**src/rtl/pito_mvu_cmd_arbiter.sv**
```systemverilog
// pito_mvu_cmd_arbiter: round-robin share of the MVU config/command bus across
// barrel harts, with per-hart busy tracking and sticky completion irq.
//
// Ports: clk, rst_n (async, active-low)
//   req_valid/req_ready/req_addr/req_data/req_start : per-hart CSR requests
//   cfg_valid/cfg_ready/cfg_id/cfg_addr/cfg_data/cfg_start : shared bus
//   mvu_done (per-MVU done pulse), busy, irq, irq_ack
// Optional (PITO_MVU_ARB_PERF_CNT_EN): stall_cnt (32b per hart), stall_clr.

module pito_mvu_cmd_arbiter #(
  parameter int N_REQ = 8,
  parameter int AW    = 12,
  parameter int DW    = 32,
  parameter int IDW   = $clog2(N_REQ)
) (
  input  logic                clk,
  input  logic                rst_n,
  input  logic [N_REQ-1:0]    req_valid,
  output logic [N_REQ-1:0]    req_ready,
  input  logic [N_REQ*AW-1:0] req_addr,
  input  logic [N_REQ*DW-1:0] req_data,
  input  logic [N_REQ-1:0]    req_start,
  output logic                cfg_valid,
  input  logic                cfg_ready,
  output logic [IDW-1:0]      cfg_id,
  output logic [AW-1:0]       cfg_addr,
  output logic [DW-1:0]       cfg_data,
  output logic                cfg_start,
  input  logic [N_REQ-1:0]    mvu_done,
  output logic [N_REQ-1:0]    busy,
  output logic [N_REQ-1:0]    irq,
  input  logic [N_REQ-1:0]    irq_ack
`ifdef PITO_MVU_ARB_PERF_CNT_EN
  ,
  output logic [N_REQ*32-1:0] stall_cnt,
  input  logic                stall_clr
`endif
);

  typedef enum logic {
    IDLE,
    ISSUE
  } state_t;

  state_t           state;
  logic [IDW-1:0]   last_grant;
  logic [IDW-1:0]   gnt;
  logic [IDW-1:0]   idx;
  logic             any_elig;
  logic             run;
  logic             hs;
  logic [N_REQ-1:0] elig;
  logic [N_REQ-1:0] busy_nxt;
  logic [N_REQ-1:0] irq_nxt;

  // A hart with a job in flight may not issue anything, not even writes.
  assign elig = req_valid & ~busy;
  assign hs   = cfg_valid & cfg_ready;

  // Search starts just after the last winner; k = N_REQ wraps onto it.
  always_comb begin
    gnt      = '0;
    idx      = '0;
    any_elig = 1'b0;
    for (int k = 1; k <= N_REQ; k++) begin
      idx = last_grant + IDW'(k);
      if (!any_elig && elig[idx]) begin
        gnt      = idx;
        any_elig = 1'b1;
      end
    end
  end

  // run keeps req_ready low while reset is held and for the release cycle.
  always_comb begin
    req_ready = '0;
    if (state == IDLE && run && any_elig)
      req_ready[gnt] = 1'b1;
  end

  // Start handshake beats a same-cycle done; done beats irq_ack.
  always_comb begin
    busy_nxt = busy;
    irq_nxt  = irq;
    for (int i = 0; i < N_REQ; i++) begin
      if (mvu_done[i] && busy[i]) begin
        busy_nxt[i] = 1'b0;
        irq_nxt[i]  = 1'b1;
      end else if (irq_ack[i]) begin
        irq_nxt[i]  = 1'b0;
      end
      if (hs && cfg_start && cfg_id == IDW'(i))
        busy_nxt[i] = 1'b1;
    end
  end

  always_ff @(posedge clk or negedge rst_n) begin
    if (!rst_n) begin
      state      <= IDLE;
      last_grant <= IDW'(N_REQ - 1);
      run        <= 1'b0;
      cfg_valid  <= 1'b0;
      cfg_id     <= '0;
      cfg_addr   <= '0;
      cfg_data   <= '0;
      cfg_start  <= 1'b0;
      busy       <= '0;
      irq        <= '0;
    end else begin
      run  <= 1'b1;
      busy <= busy_nxt;
      irq  <= irq_nxt;
      unique case (state)
        IDLE: begin
          if (run && any_elig) begin
            cfg_id    <= gnt;
            cfg_addr  <= req_addr[gnt*AW +: AW];
            cfg_data  <= req_data[gnt*DW +: DW];
            cfg_start <= req_start[gnt];
            cfg_valid <= 1'b1;
            state     <= ISSUE;
          end
        end
        ISSUE: begin
          if (cfg_ready) begin
            last_grant <= cfg_id;
            cfg_valid  <= 1'b0;
            state      <= IDLE;
          end
        end
        default: state <= IDLE;
      endcase
    end
  end

`ifdef PITO_MVU_ARB_PERF_CNT_EN
  for (genvar i = 0; i < N_REQ; i++) begin : g_stall
    always_ff @(posedge clk or negedge rst_n) begin
      if (!rst_n)
        stall_cnt[i*32 +: 32] <= '0;
      else if (stall_clr)
        stall_cnt[i*32 +: 32] <= '0;
      else if (req_valid[i] && !req_ready[i] &&
               stall_cnt[i*32 +: 32] != 32'hFFFF_FFFF)
        stall_cnt[i*32 +: 32] <= stall_cnt[i*32 +: 32] + 32'd1;
    end
  end
`endif

endmodule

```
**config.mk**
```make
export PLATFORM = sky130hd
export DESIGN_NAME = pito_mvu_cmd_arbiter
export DESIGN_NICKNAME = d
export VERILOG_FILES = /design/src/rtl/pito_mvu_cmd_arbiter.sv
export SDC_FILE = /design/constraint.sdc
export NUM_CORES = 1
export LEC_CHECK = 0
export BUFFER_PORTS_ARGS = -buffer_cell sky130_fd_sc_hd__buf_4
export CAP_MARGIN = 15
export CORE_AREA = 2 2 180 182
export DETAILED_ROUTE_END_ITERATION = 7
export DIE_AREA = 0 0 182 184
export GPL_TIMING_DRIVEN = 0
export PLACE_DENSITY_LB_ADDON = 0.08
export SLEW_MARGIN = 20
export SYNTH_ARGS = -nofsm -noshare
export SYNTH_HDL_FRONTEND = slang
export SYNTH_SLANG_ARGS = --single-unit
```
**constraint.sdc**
```tcl
create_clock -name clk -period 6.6 [get_ports clk]
set_input_delay 0.33 -clock clk [delete_from_list [all_inputs] [get_ports clk]]
set_output_delay 0.33 -clock clk [all_outputs]
set_load 0.01 [all_outputs]
```
### Word level (Yosys, flattened, before mapping)

Index checks and enable logic that the tools add are counted.
W data, S select, Z words.

| cells by class | value |
|---|---|
| $add $sub $neg | 7 |
| multiply operators | 1 |
| div/mod/pow operators | 0 |
| order comparisons | 10 |
| equal/unequal tests | 9 |
| shift-type cells | 2 |
| mux-type cells | 75 |
| bitwise operators | 4 |
| reductions and logical operators | 55 |

Operator list:

| operator | count |
|---|---|
| $shiftx A256 B9 Y32 | 1 |
| $shiftx A96 B8 Y12 | 1 |
| $mux W1 | 54 |
| $lt A3 B4 Y1 const B | 9 |
| $reduce_bool A2 Y1 | 16 |
| $logic_and A1 B1 Y1 | 28 |
| $bmux W1 S3 | 9 |
| $mux W3 | 8 |
| $add A3 B3 Y3 const B | 4 |
| $eq A3 B3 Y1 const B | 4 |
| $and A8 B8 Y8 | 1 |
| $mux W8 | 1 |
| $not A8 Y8 | 1 |
| $logic_not A1 Y1 | 7 |
| $add A3 B2 Y3 const B | 2 |
| $eq A3 B2 Y1 const B | 2 |
| $reduce_and A2 Y1 | 3 |
| $mul A3 B2 Y5 const B | 1 |
| $pmux W1 S2 | 2 |
| $add A3 B1 Y3 const B | 1 |
| $demux W1 S3 | 1 |
| $eq A3 B1 Y1 const B | 1 |
| $ge A3 B1 Y1 const B | 1 |
| $logic_not A3 Y1 | 1 |
| other kinds (4) | 4 |

| word-level totals | value |
|---|---|
| flip-flop bits (word level) | 70 |
| latch bits | 0 |
| RAM bits | 0 |
| bits in read-only memories | 0 |
| word-level logic and storage cells | 187 |
| memories | 0 |

### Longest topological paths before layout

Gate-level depths: netlist (run 1).

| depth | value |
|---|---|
| word-level depth | 31 |
| depth in mapped cells | 18 |
| mapped depth without buffers | 12 |

### Least setup slack after synthesis (run 1)

OpenSTA, ideal clock, no wires.

| timing path | value |
|---|---|
| path kind | flip-flop to output port |
| from | reg last_grant[0] |
| to | out req_ready[4] |
| arrival | 3.885 ns |
| required time | 6.270 ns |
| path slack | 2.385 ns |
| cell stages (with the launch flop) | 17 |
| buffers on the path | 5 |
| cells stage by stage | dfstp_2 -> buf_6 -> clkinv_4 -> buf_12 -> ha_1 -> buf_4 -> clkinv_1 -> a2111oi_1 -> a221oi_4 -> a2111oi_4 -> inv_2 -> a2111oi_4 -> a2bb2oi_4 -> buf_12 -> buf_8 -> nand2b_1 -> nor3_1 |

| between the ends | value |
|---|---|
| longest elaborated chain between the ends | 30 |
| elaborated cells on any way between the ends | 60 |

Ends and longest elaborated chain:

| item | RTL line | text |
|---|---|---|
| start: declaration | 46 | `logic [IDW-1:0] last_grant;` |
| start signal: assignment | 100 | `last_grant <= IDW'(N_REQ - 1);` |
| start signal: assignment | 126 | `last_grant <= cfg_id;` |
| $add A3 B1 Y3 | 66 | `idx = last_grant + IDW'(k);` |
| $bmux W1 S3 | 67 | `if (!any_elig && elig[idx]) begin` |
| $mux W1 (not written as such) | 67 |  |
| $mux W1 | 67 |  |
| $logic_not A1 Y1 | 67 |  |
| $logic_and A1 B1 Y1 | 67 |  |
| $mux W1 | 67 |  |
| $logic_not A1 Y1 | 67 |  |
| (+14 left out) | - |  |
| $logic_not A1 Y1 | 67 |  |
| $logic_and A1 B1 Y1 | 67 |  |
| $mux W3 | 67 |  |
| $lt A3 B4 Y1 (not written as such) or $ge A3 B1 Y1 (tied branches) | 78 | `req_ready[gnt] = 1'b1;` |
| $logic_and A1 B1 Y1 (not written as such) | 78 |  |
| $mux W1 (not written as such) | 78 |  |
| $demux W1 S3 | 78 |  |
| $mux W8 (*) | 77 | `if (state == IDLE && run && any_elig)` |
| end: declaration | 19 | `output logic [N_REQ-1:0] req_ready,` |

Mark *: on every way between the ends. The rest lies on a longest branch, timed or not. The select of a mux whose other input is x is not followed.

### Worst setup path after layout (run 1)

| timing path | value |
|---|---|
| from | reg last_grant[1] |
| to | out req_ready[2] |

The elaborated chain is that of the path after synthesis.

==> results of run 1 <==
## metal layers
metal	track usage (%)	up-vias	part of all wire (%)
met1	26.3	3812	41
met2	38.8	278	52
met3	4.75	37	5.7
met4	5.39	2	1.6
li1	-	3832	-
met5	0	-	0.043
## cell type report
cell class	count	area, um2
buffer	71	464
inverter	25	98.8
fill	3412	20300
antenna	1	2.50
multi-input combinational	578	4550
clock buffer	9	225
tap	402	503
clock inverter	7	77.6
timing repair buffer	459	3450
sequential	70	1760
## worst max-delay path by stage
stage	from	to	slack, ps	cells past startpoint
2_1_floorplan	last_grant[0]	req_ready[4]	2380	16
3_3_place_gp	last_grant[1]	cfg_data[7]	1270	16
3_5_place_dp	last_grant[1]	cfg_data[6]	1280	15
4_1_cts	last_grant[1]	req_ready[2]	1070	14
5_1_grt	last_grant[1]	req_ready[2]	750	14
6_report	last_grant[1]	req_ready[2]	1180	14
## synthesized netlist by cell type (3+ instances only)
| master | n | area [um2] |
|---|---|---|
| mux2i_1 | 142 | 1420 |
| nand2_1 | 115 | 432 |
| dfrtp_1 | 67 | 1680 |
| a211oi_1 | 49 | 368 |
| a221o_1 | 46 | 460 |
| a21boi_0 | 45 | 338 |
| a311oi_1 | 45 | 394 |
| clkbuf_1 | 32 | 120 |
| inv_1 | 21 | 78.8 |
| buf_2 | 20 | 100 |
| nor2_1 | 14 | 52.6 |
| o21ai_0 | 14 | 70.1 |
| nand2b_1 | 10 | 62.6 |
| mux4_2 | 9 | 203 |
| nor2b_1 | 9 | 56.3 |
| buf_6 | 7 | 78.8 |
| nor3_1 | 7 | 35.0 |
| o22ai_1 | 7 | 43.8 |
| a21oi_1 | 6 | 30.0 |
| buf_12 | 5 | 100 |
| mux2_2 | 5 | 56.3 |
| and2_1 | 4 | 25.0 |
| buf_4 | 4 | 30.0 |
| nand3_1 | 4 | 20.0 |
| dfstp_2 | 3 | 78.8 |
## cells by family after synthesis
group	count (synthesis)	synth area share, %
DFF	70	25.6
adders and majority gates	2	0.364
muxes	156	24.5
buffers and inverters	96	8.20
other	1	0.0546
AOI/OAI and AO/OA	238	29.2
and+or+nand+nor	178	11.8
xor gates and xnor gates	3	0.383
## state kept, by name, summed over array words and instances (netlist names), 3 cells and up
register / cells
cfg_addr: 12
cfg_id: 3
last_grant: 3
busy: 8
irq: 8
cfg_data: 32
## stage by stage
stage	cells	hold WS, ps	utilization, %	worst slack [ps]	cell area [um2]
2_1_floorplan	744	34.4	-	2380	6870
3_3_place_gp	1605	470	34.4	1270	10800
3_5_place_dp	1605	474	34.4	1280	10800
4_1_cts	1621	141	35.4	1070	11100
5_1_grt	1622	73.6	35.4	754	11100
6_report	1622	5.29	35.4	1180	11100
## critical path, stage by stage (launching register included)
cell and delay, ps:
dfstp_2 530, buf_4 170, clkinv_1 230, ha_1 350
buf_4 150, clkinv_1 300, a2111oi_1 640, a221oi_4 130
a2111oi_4 460, nand2_2 140, o31a_1 390, nand2_1 490
clkbuf_1 370, and4b_1 240, buf_4 140
==> impl_metrics.py, run 1 <==
metrics = {
    "grt": {
        "grt_pass1_wl_um": 53400,
        "grt_max_degree": 71,
        "gr-total-overflow": 0,
        "first_global_vias": 8083,
        "antenna_found_initial": 3,
        "track_usage_pct": 21.7,
    },
    "detailed_routing": {
        "drt-pass1-iter-count": 5,
        "drc_errors": 0,
        "viasPerCell": 4.91,
        "routed_wl_um": 37600,
        "drt-initial-drc-count": 421,
        "routedWlPerCell_um": 23.2,
        "antenna_left": 0,
        "vias": 7961,
    },
    "placement": {
        "io_buffers": 459,
        "gp_congestion": 0.847,
        "dp_hpwl_um": 30500,
    },
    "clocking": {
        "root_buffer": "clkbuf_16",
        "hold_buffers": 0,
        "cts.clk_slew.worst_paths_ps": 70,
        "clock_latency_ps": 350,
        "cts_buffer_depth": 2,
        "post_cts_buffers": 0,
        "cts_made_buffers": 9,
        "cts_resized": 0,
        "cts_tree": "built",
        "htreeDepth": 3,
        "clock-sinks": 70,
    },
    "critical_path": {
        "endpoint_kind": "output pin",
        "worst-path-max-fanout": 10,
        "crit_path_start_kind": "register",
        "cp_data_arrival_time_ps": 5090,
        "r2r_cells": 15,
        "reg2reg_to": "cfg_data[6]",
        "crit_required_ps": 6270,
        "r2r_slack_ps": 1320,
        "worst_r2r_startpoint": "last_grant[1]",
        "worst-setup-path-type": "reg2out",
    },
    "flow_run": {
        "drv_cap": 0,
    },
    "yosys": {
        "syn-mean-instance-area_um2": 9.23,
        "synthCells": 744,
        "synthFlopType": "dfrtp_1",
        "synth_nets": 1133,
        "syn_area_um2": 6870,
        "synth-edff-count": 0,
        "synthArstFlopShare_pct": 100,
        "yosysSeqAreaShare_pct": 25.6,
        "synth_warnings": 0,
        "synth.distinct_cells": 67,
        "yosys_register_bits": 70,
    },
    "floorplanning": {
        "core_um2": 31400,
        "die_width_um": 182,
        "io_pins": 460,
        "start_util_pct": 21.9,
        "dieArea_um2": 33500,
        "die_y_um": 184,
        "row_count": 65,
    },
    "timing": {
        "hold_viol_final": 0,
        "setup_tns_ps": 0,
        "finalCriticalPeriod_ps": 5420,
        "fin_worst_skew_ps": 11.6,
        "period_share_pct": 82.2,
        "finalSetupViolCount": 0,
        "slew_headroom_pct": 40.1,
        "grt_setup_unrepaired": "no",
        "tightest_slew_ps": 898,
        "fmax_mhz": 184,
        "slew_violations": 0,
    },
    "cells_and_area": {
        "area_growth_pct": 62.0,
        "final_cell_mix": "462 x buf_4, 142 x mux2i_1, 115 x nand2_1",
        "fin_nets": 1603,
        "final_common_cell": "buf_4",
        "drive_gt1_share_pct": 44.6,
    },
    "hold_path": {
        "holdCritPathClass": "in2async",
    },
    "status": {
        "status": "completed",
    },
}
Power of run 1 is not shown: default switching activity piles up to over one toggle a cycle in this logic, so the estimate is an artifact.
==> run 2: changes to the inputs <==
==> constraint.sdc (replaced) <==
create_clock -name clk -period 5.4 [get_ports clk]
set_input_delay 0.27 -clock clk [delete_from_list [all_inputs] [get_ports clk]]
set_output_delay 0.27 -clock clk [all_outputs]
set_load 0.01 [all_outputs]
==> run 2 against run 1 <==
Net effect:
- via count increased by 0.63%
- non-clock buffer count increased by 3
- the flow now finishes with violations (hold timing)
- sequential share of layout area decreased by 0.074 points
- first-iteration DRC count increased by 2.6%
==> impl_metrics.py, run 2 (synthesized netlist as in run 1, its figures left out) <==
metrics = {
    "timing": {
        "fin_worst_skew_ps": 12.1,
        "slew_violations": 0,
        "hold_viol_final": 26,
        "tightest_slew_ps": 879,
        "period_share_pct": 94.5,
        "fin_hold_ws_ps": -50.2,
        "finalCriticalPeriod_ps": 5100,
        "finalSetupViolCount": 0,
        "fmax_mhz": 196,
        "slew_headroom_pct": 41.4,
    },
    "grt": {
        "grt_max_degree": 71,
        "antenna_found_initial": 3,
        "gr-total-overflow": 0,
        "track_usage_pct": 21.7,
        "first_global_vias": 8083,
        "grt_pass1_wl_um": 53400,
    },
    "floorplanning": {
        "die_width_um": 182,
        "start_util_pct": 21.9,
        "io_pins": 460,
        "dieArea_um2": 33500,
        "die_y_um": 184,
        "row_count": 65,
        "core_um2": 31400,
    },
    "clocking": {
        "cts.clk_slew.worst_paths_ps": 70,
        "cts_made_buffers": 9,
        "clock-sinks": 70,
        "root_buffer": "clkbuf_16",
        "hold_buffers": 0,
        "cts_tree": "built",
        "htreeDepth": 3,
        "clock_latency_ps": 350,
        "cts_buffer_depth": 2,
    },
    "cells_and_area": {
        "fin_nets": 1606,
        "drive_gt1_share_pct": 45.1,
        "area_growth_pct": 62.8,
        "final_common_cell": "buf_4",
        "reg.largest.list": "cfg_data (32), cfg_addr (12)",
        "largest_reg_flops": 32,
        "registers.top_by_ff_count": "cfg_data",
        "final_cell_mix": "466 x buf_4, 142 x mux2i_1, 114 x nand2_1",
    },
    "critical_path": {
        "r2r_slack_ps": 300,
        "slowest_delay_ps": 690,
        "cp.depth": 15,
        "cp_data_arrival_time_ps": 5380,
        "worst-path-max-fanout": 10,
        "critPathTopFamily": "compound AO/OA/AOI/OAI gates",
        "slowest_stage": "buf_1",
        "worst-setup-path-type": "reg2reg",
        "crit_path_start_kind": "register",
        "critPathBufInv": 6,
        "endpoint_kind": "register",
        "crit_chain": "buf_4 > clkinv_1 > ha_1 > buf_4 > clkinv_1 > a2111oi_4 > a221oi_4 > a2111o_1 > a21o_1 > buf_2 > nand2_4 > buf_1 > nand2_1 > a311oi_1 > a221o_1",
        "r2r_cells": 15,
        "crit_required_ps": 5680,
    },
    "placement": {
        "gp_congestion": 0.847,
        "io_buffers": 459,
        "dp_hpwl_um": 30500,
    },
    "hold_path": {
        "holdCritPathClass": "in2async",
    },
    "detailed_routing": {
        "drt-initial-drc-count": 432,
        "routed_wl_um": 37800,
        "vias": 8011,
        "antenna_left": 0,
        "drc_errors": 0,
        "drt-pass1-iter-count": 5,
        "routedWlPerCell_um": 23.2,
        "viasPerCell": 4.93,
    },
    "status": {
        "status": "complete, but fails checks",
        "violations": "hold timing",
    },
    "flow_run": {
        "drv_cap": 0,
    },
}
==> run 2: cell types whose count changed in the layout (fill, tap and decap cells not counted), sizes merged <==
cell | previous run | this run
clkbuf | 42 | 40
buf | 497 | 502
==> run 2: what timing repair did <==
action	in CTS	in global routing
setup endpoints to repair	1	12
gates resized for setup	1	4
buffers inserted	0	4
pin swaps	0	1
==> run 2: metrics by stage <==
stage / std cells / setup WS (ps) / util, % / instance area [um2] / TNS [ps]
floorplan: 744 / 1240 / - / 6870 / 0
global placement: 1605 / 67.1 / 34.4 / 10800 / 0
detailed placement: 1605 / 77.1 / 34.4 / 10800 / 0
CTS: 1621 / 57.3 / 35.4 / 11100 / 0
global route: 1625 / -1.94 / 35.6 / 11200 / -1.94
finish: 1625 / 297 / 35.6 / 11200 / 0
==> run 2: worst paths after layout <==
kind	from	endpoint
worst max-delay path	last_grant[1]	cfg_data[6]
worst min-delay path	rst_n	irq[5]
worst max register to register	last_grant[1]	cfg_data[6]
worst min register to register	state	cfg_valid
max in group asynchronous	rst_n	run
min in group clk	irq_ack[6]	irq[6]
==> run 2: cell type report <==
class / count / area (um2)
buffer: 70 / 460
clock inverter: 7 / 77.6
inverter: 25 / 98.8
fill: 3410 / 20200
tap: 402 / 503
antenna: 1 / 2.50
clock buffer: 9 / 225
sequential: 70 / 1760
timing repair buffer: 463 / 3480
multi-input combinational: 578 / 4570
==> run 2: routing by layer <==
metal / track usage, % / share of wire, % / vias to the layer above
met2: 38.8 / 52 / 268
met3: 4.75 / 5.6 / 34
li1: - / - / 3831
met1: 26.3 / 41 / 3876
met4: 5.39 / 1.6 / 2
met5: 0 / 0.032 / -
==> run 2: worst register-to-register path, stage by stage (launching register included) <==
cell       delay (ps)
dfstp_2           530
buf_4             170
clkinv_1          230
ha_1              350
buf_4             150
clkinv_1          330
a2111oi_4         450
a221oi_4          110
a2111o_1          400
a21o_1            210
buf_2             210
nand2_4           210
buf_1             700
nand2_1           140
a311oi_1          660
a221o_1           200
Power of run 2 is left out for the same reason.
